## src/rtl/booth_mul_4bits.sv

```systemverilog
// Sequential signed 4x4 radix-2 Booth multiplier driving one add_sub_4bits per step.
// Optional macro BOOTH_MUL_ZSKIP_EN: a zero operand skips CALC and finishes in one cycle.

module add_sub_4bits (
    input  logic [3:0] A,
    input  logic [3:0] B,
    input  logic       M,
    output logic [3:0] S,
    output logic       V
);
    logic [3:0] w_bEff;

    // M=1 turns the adder into A - B through two's-complement of B
    assign w_bEff = B ^ {4{M}};
    assign S      = A + w_bEff + {3'b000, M};
    assign V      = (A[3] == w_bEff[3]) && (S[3] != A[3]);
endmodule

module booth_mul_4bits (
    input  logic       clk,
    input  logic       rst,
    input  logic       start,
    input  logic [3:0] mcand,
    input  logic [3:0] mplier,
    output logic       busy,
    output logic       done,
    output logic [7:0] product
);
    localparam logic [1:0] S_IDLE = 2'd0;
    localparam logic [1:0] S_CALC = 2'd1;
    localparam logic [1:0] S_DONE = 2'd2;

    logic [1:0] r_state;
    logic [3:0] r_acc;
    logic [3:0] r_q;
    logic       r_q1;
    logic [3:0] r_m;
    logic [1:0] r_cnt;
    logic [7:0] r_product;

    logic [1:0] w_op;
    logic       w_sub;
    logic       w_doArith;
    logic [3:0] w_sum;
    logic       w_ovf;
    logic [3:0] w_r;
    logic       w_sign;
    logic [3:0] w_nextAcc;
    logic [3:0] w_nextQ;

    assign w_op      = {r_q[0], r_q1};
    assign w_sub     = (w_op == 2'b10);
    assign w_doArith = w_op[1] ^ w_op[0];

    add_sub_4bits u_addSub (
        .A (r_acc),
        .B (r_m),
        .M (w_sub),
        .S (w_sum),
        .V (w_ovf)
    );

    // Sign shifted in is the true sign of the add/sub, so 0-(-8) still shifts correctly
    assign w_r       = w_doArith ? w_sum : r_acc;
    assign w_sign    = w_doArith ? (w_sum[3] ^ w_ovf) : r_acc[3];
    assign w_nextAcc = {w_sign, w_r[3:1]};
    assign w_nextQ   = {w_r[0], r_q[3:1]};

`ifdef BOOTH_MUL_ZSKIP_EN
    logic w_zeroOp;
    assign w_zeroOp = (mcand == 4'd0) || (mplier == 4'd0);
`endif

    always_ff @(posedge clk) begin
        if (rst) begin
            r_state   <= S_IDLE;
            r_acc     <= 4'd0;
            r_q       <= 4'd0;
            r_q1      <= 1'b0;
            r_m       <= 4'd0;
            r_cnt     <= 2'd0;
            r_product <= 8'd0;
        end else begin
            case (r_state)
                S_IDLE: begin
                    if (start) begin
`ifdef BOOTH_MUL_ZSKIP_EN
                        if (w_zeroOp) begin
                            r_state   <= S_DONE;
                            r_product <= 8'd0;
                        end else begin
                            r_state <= S_CALC;
                        end
`else
                        r_state <= S_CALC;
`endif
                        r_acc <= 4'd0;
                        r_q   <= mplier;
                        r_q1  <= 1'b0;
                        r_m   <= mcand;
                        r_cnt <= 2'd0;
                    end
                end
                S_CALC: begin
                    r_acc <= w_nextAcc;
                    r_q   <= w_nextQ;
                    r_q1  <= r_q[0];
                    r_cnt <= r_cnt + 2'd1;
                    if (r_cnt == 2'd3) begin
                        r_product <= {w_nextAcc, w_nextQ};
                        r_state   <= S_DONE;
                    end
                end
                S_DONE: begin
                    r_state <= S_IDLE;
                end
                default: begin
                    r_state <= S_IDLE;
                end
            endcase
        end
    end

    assign busy    = (r_state == S_CALC);
    assign done    = (r_state == S_DONE);
    assign product = r_product;
endmodule

```

## config.mk

```make
export PLATFORM = sky130hd
export DESIGN_NAME = booth_mul_4bits
export DESIGN_NICKNAME = d
export VERILOG_FILES = /design/src/rtl/booth_mul_4bits.sv
export SDC_FILE = /design/constraint.sdc
export NUM_CORES = 1
export LEC_CHECK = 0
export BUFFER_PORTS_ARGS = -buffer_cell sky130_fd_sc_hd__buf_2
export CAP_MARGIN = 5
export CORE_MARGIN = 4
export CORE_UTILIZATION = 45
export DETAILED_ROUTE_END_ITERATION = 10
export GPL_ROUTABILITY_DRIVEN = 0
export PLACE_DENSITY_LB_ADDON = 0.05
export SLEW_MARGIN = 0
export SYNTH_ARGS = -nofsm -noshare
export SYNTH_HDL_FRONTEND = slang
export SYNTH_HIERARCHICAL = 1
export SYNTH_SLANG_ARGS = --single-unit
export TNS_END_PERCENT = 50
```

## constraint.sdc

```tcl
create_clock -name clk -period 2.6 [get_ports clk]
set_clock_uncertainty 0.1 [all_clocks]
set_input_delay 0.52 -clock clk [delete_from_list [all_inputs] [get_ports clk]]
set_output_delay 0.52 -clock clk [all_outputs]
set_load 0.01 [all_outputs]
```

Word-level counts from Yosys, hierarchy flattened --
Cells that the tools add are included. W data, S select, Z words.
Storage, ports and cells: register bits after elaboration 25, bits in latches 0, RAM bits 0, bits in read-only memories 0, output and inout port bits 10, memories kept 0
Cells by class: $add $sub $neg 3, multiply operators 0, divide/modulo/power cells 0, magnitude comparators 0, eq/ne operators 8, shift operators 0, muxes and demuxes 13, bitwise logic cells 3, reductions and logical operators 7
Operator list (number):
- $pmux W4 S2 | 2
- $mux W4 | 3
- $pmux W2 S2 | 2
- $reduce_and A2 Y1 | 4
- $eq A2 B2 Y1 const B | 3
- $mux W2 | 3
- $add A4 B1 Y4 | 1
- $add A4 B4 Y4 | 1
- $xor A4 B4 Y4 | 1
- $add A2 B1 Y2 const B | 1
- $eq A2 B1 Y1 const B | 1
- $logic_not A2 Y1 | 1
- $mux W1 | 2
- $ne A2 B1 Y1 const B | 1
- $ne A2 B2 Y1 const B | 1
- $pmux W1 S2 | 1
- $reduce_bool A2 Y1 | 1
- $xor A1 B1 Y1 | 2
- $eq A1 B1 Y1 | 1
- $logic_and A1 B1 Y1 | 1
- $ne A1 B1 Y1 | 1

Logic depth before layout (Yosys ltp) --
depth in word-level cells 9, mapped depth 10

Hierarchy --
Netlist, hierarchy kept.
By module, submodules not included:
- booth_mul_4bits | times used 1, cells an instance 120, area an instance 1056.0 sq um, seq. area each 500.5 sq um
- add_sub_4bits | times used 1, cells an instance 16, area an instance 157.7 sq um, seq. area each 0.0 sq um

Worst setup path before layout --
Ideal clock, no wire load.
kind register to register, start point register r_q1, end point register r_product[7] (netlist: product[7]), arrival 2052 ps, path slack 360 ps, cell stages (with the launch flop) 11, path buffers 0, path through dfxtp_1 inv_1 ha_1 xor2_1 ha_1 a21o_1 a31o_1 xnor2_1 xor2_1 mux2i_1 o31ai_1
On the way: word-level cells in the longest chain between the ends 8
RTL lines:
- start: declaration | line 36 | logic r_q1;
- start signal: assignment | line 107 | r_q1 <= r_q[0];
- $eq A2 B2 Y1 (*) | line 52 | assign w_sub = (w_op == 2'b10);
- named net w_sub | line 42 | logic w_sub;
- $xor A4 B4 Y4 | line 14 | assign w_bEff = B ^ {4{M}};
- $add A4 B4 Y4 | line 15 | assign S = A + w_bEff + {3'b000, M};
- $add A4 B1 Y4 (*) | line 15
- named net w_sum[3] | line 44 | logic [3:0] w_sum;
- $ne A1 B1 Y1 | line 16 | assign V = (A[3] == w_bEff[3]) && (S[3] != A[3]);
- $logic_and A1 B1 Y1 | line 16
- $xor A1 B1 Y1 (*) | line 65 | assign w_sign = w_doArith ? (w_sum[3] ^ w_ovf) : r_acc[3];
- $mux W1 (*) | line 65
- end signal: assignment | line 110 | r_product <= {w_nextAcc, w_nextQ};
- end: declaration | line 39 | logic [7:0] r_product;
The timed path passes the listed nets; every way through them passes the cells marked *. A chain may end at the register's enable or synchronous reset.

Final worst setup path --
start point register r_q1, end point register r_acc[3]
On the way: word-level cells in the longest chain between the ends 9
RTL lines:
- $eq A2 B2 Y1 (*) | line 52
- named net w_sub | line 42
- $xor A4 B4 Y4 | line 14
- $add A4 B4 Y4 | line 15
- $add A4 B1 Y4 (*) | line 15
- named net w_sum[3] | line 44
- $ne A1 B1 Y1 | line 16
- $logic_and A1 B1 Y1 | line 16
- $xor A1 B1 Y1 (*) | line 65
- $mux W1 (*) | line 65
- $pmux W4 S2 (*) | line 84 | case (r_state)
- end signal: assignment | line 105 | r_acc <= w_nextAcc;
- end: declaration | line 34 | logic [3:0] r_acc;
Marked as above.

==> results.toml <==
[outcome]
status = "complete, no violations"

[power_and_ir_drop]
total_leakage_power_nw = 0.6497
ir_worst_vdd_uv = 321.1
p_per_area_mw_per_mm2 = 525.9

[worst_setup_path]
reg2reg_slack_ns = 0.23
cp_max_fo = 4
start_kind = "register"
reg2reg_from = "r_q1"
cp-end-kind = "register"
path_class = "register to register"
r2r_cells = 10
rr_endpoint = "r_acc[3]"
critPathArrivalTime_ns = 2.49
required_ns = 2.73

[timing]
max_freq_ghz = 0.4223
setup_viol_count_final = 0
worst_pin_slew_ns = 0.5530
finalCritPeriodShare_pct = 91.07
slew_headroom_pct = 63.13
whs_ns = 0.3425
fin_crit_ns = 2.368
hold_viol = 0
rsz0062_at_grt = "no"
drv_slew = 0
setup_tns_ns = 0

[floorplanning]
rows = 18
io_pins = 21
dieArea_mm2 = 0.003592
start_util_pct = 48.12
core-area_mm2 = 0.002522
fp.dieH_um = 59.93
die-width_um = 59.93

[clocking]
htreeDepth = 1
cts.clk_slew.worst_paths_ns = 0.13
cts-root-buf = "clkbuf_4"
cts_sinks = 25
cts_max_path_buffers = 2
postCtsHoldBufs = 0
cts_inserted_buffers = 3
cts_tree = "done"
clk_latency_ns = 0.30

[place]
post-place-cells = 179
port_buffers = 20
dp_hpwl_um = 1689

[logic_synthesis]
synthArstFlopShare_pct = 0
avgSynthCellArea_um2 = 8.924
synth_warnings = 6
synth_top_cell_by_area = "dfxtp_1"
synth_top_cell_area_share_pct = 41.24
ys_types = 35
ys_top_cells_by_count = "dfxtp_1 (25), nand2_1 (17), nor2_1 (16)"
synth_top_flop_cell = "dfxtp_1"
synth_edf_count = 0
syn_area_mm2 = 0.001214
yosysSeqAreaShare_pct = 41.24
synth_most_common_cell = "dfxtp_1"
synth_nets = 152
synth_cells = 136
synth-seq-cells = 25
yosys-top-cells-area = "dfxtp_1 (41%), nand2_1 (5.3%), nor2_1 (4.9%)"

[global_route]
grt_pass1_wl_um = 4015
antenna_found_initial = 0
grt_pass1_vias = 944
grt_start_max_net_pins = 28
grtUsageTotal_pct = 14.37
grt.overflow.total = 0

[run]
cap_violations = 0

[drt]
wl_per_cell_um = 12.48
avgViaCountPerCell = 5.273
drt_first_pass_iters = 4
postRouteAntennaNets = 0
vias = 965
drtIter0Drc = 23
wl_um = 2283
drcViolationCount = 0

[worst_hold_path]
min-delay-start = "mcand[3]"
hold_path_depth = 3
hp-class = "primary input to register"
holdPathEnd = "r_m[3]"

[cells_and_area]
post_layout_nonfiller_instances = 183
diodes = 0
fin_nets = 170
syn2layout_area_growth_pct = 10.93
drive_gt1_share_pct = 20.26
-- kinds of logic after synthesis --
group	count (synthesis)	synth area share [%]
flip-flops	25	41.24
buffers and inverters	11	5.051
multiplexers	7	6.288
XOR/XNOR	8	5.773
AO/OA/AOI/OAI	23	12.68
adder cells (fa/ha/maj)	5	5.773
AND/OR/NAND/NOR	57	23.20
-- sequential cells by signal, indices dropped and copies added (netlist names) --
name	count
product	8
r_acc	4
r_cnt	2
r_m	4
r_q	4
r_q1	1
r_state	2
-- per-layer routing --
metal	vias up	routed length, um	GRT usage [%]
met5	-	0	0
met4	0	25	3.797
met3	4	81	2.592
met2	15	1134	25.46
met1	443	1041	17.68
li1	503	-	-
-- area by class of cell --
cell class,count,area (um2)
Inverter,2,7.507
Clock buffer,4,26.28
Fill cell,254,1176
Timing Repair Buffer,22,115.1
Sequential cell,25,500.5
Multi-Input combinational cell,100,659.4
Tap cell,30,37.54
-- through the flow --
stage	total power [mW]	utilization [%]	worst slack (ns)	area (um2)
after detailed placement	0.5509	52.03	0.2332	1313
final	0.7080	53.37	0.2322	1346
after floorplan	0.5234	-	0.3603	1214
after CTS	0.7162	53.08	0.2001	1339
after global placement	0.5467	52.03	0.3042	1313
after global routing	0.7573	53.37	0.06073	1346
-- critical path: stages, from the launching register on --
cell	delay, ns
dfxtp_1	0.35
inv_1	0.04
ha_1	0.23
xor2_1	0.18
ha_1	0.32
a21o_1	0.18
a31o_1	0.23
xnor2_2	0.20
xor2_1	0.15
mux2i_1	0.10
o31ai_1	0.21
-- cell usage in the layout (no fill, tap or decap), drive strengths merged, types with 2 or more instances in the layout --
cell type / Yosys / layout
nand2: 17 / 17
buf: 6 / 22
a21oi: 11 / 11
mux2i: 5 / 5
nand3: 4 / 4
nor3: 4 / 4
clkbuf: 3 / 4
ha: 4 / 4
xnor2: 2 / 2
nor4: 3 / 3
a211oi: 3 / 3
and3: 3 / 3
nand3b: 2 / 2
dfxtp: 25 / 25
xor2: 6 / 6
nand2b: 2 / 2
o31ai: 2 / 2
mux2: 2 / 2
o21ba: 3 / 3
nor2: 16 / 16
-- how the worst max path moves through the flow --
stage / from / end / slack (ns) / depth (start not counted)
2_1_floorplan: r_q1 / product[7] / 0.36 / 10
4_1_cts: r_q1 / r_acc[3] / 0.20 / 10
3_3_place_gp: r_q1 / product[7] / 0.30 / 10
6_report: r_q1 / r_acc[3] / 0.23 / 10
5_1_grt: r_q1 / product[7] / 0.06 / 10
3_5_place_dp: r_q1 / product[7] / 0.23 / 10
-- repair_timing --
item / CTS / global route
gates resized for setup: 0 / 1
setup buffers: 0 / 0
setup endpoints to repair: 0 / 1
-- power breakdown --
group	total (mW)	leakage, nW	switching (mW)	internal, mW
logic	0.133	0.431	0.0721	0.0605
registers	0.412	0.203	0.0129	0.399
clock network	0.164	0.0150	0.104	0.0597
Power figures use the tool's default switching activity.
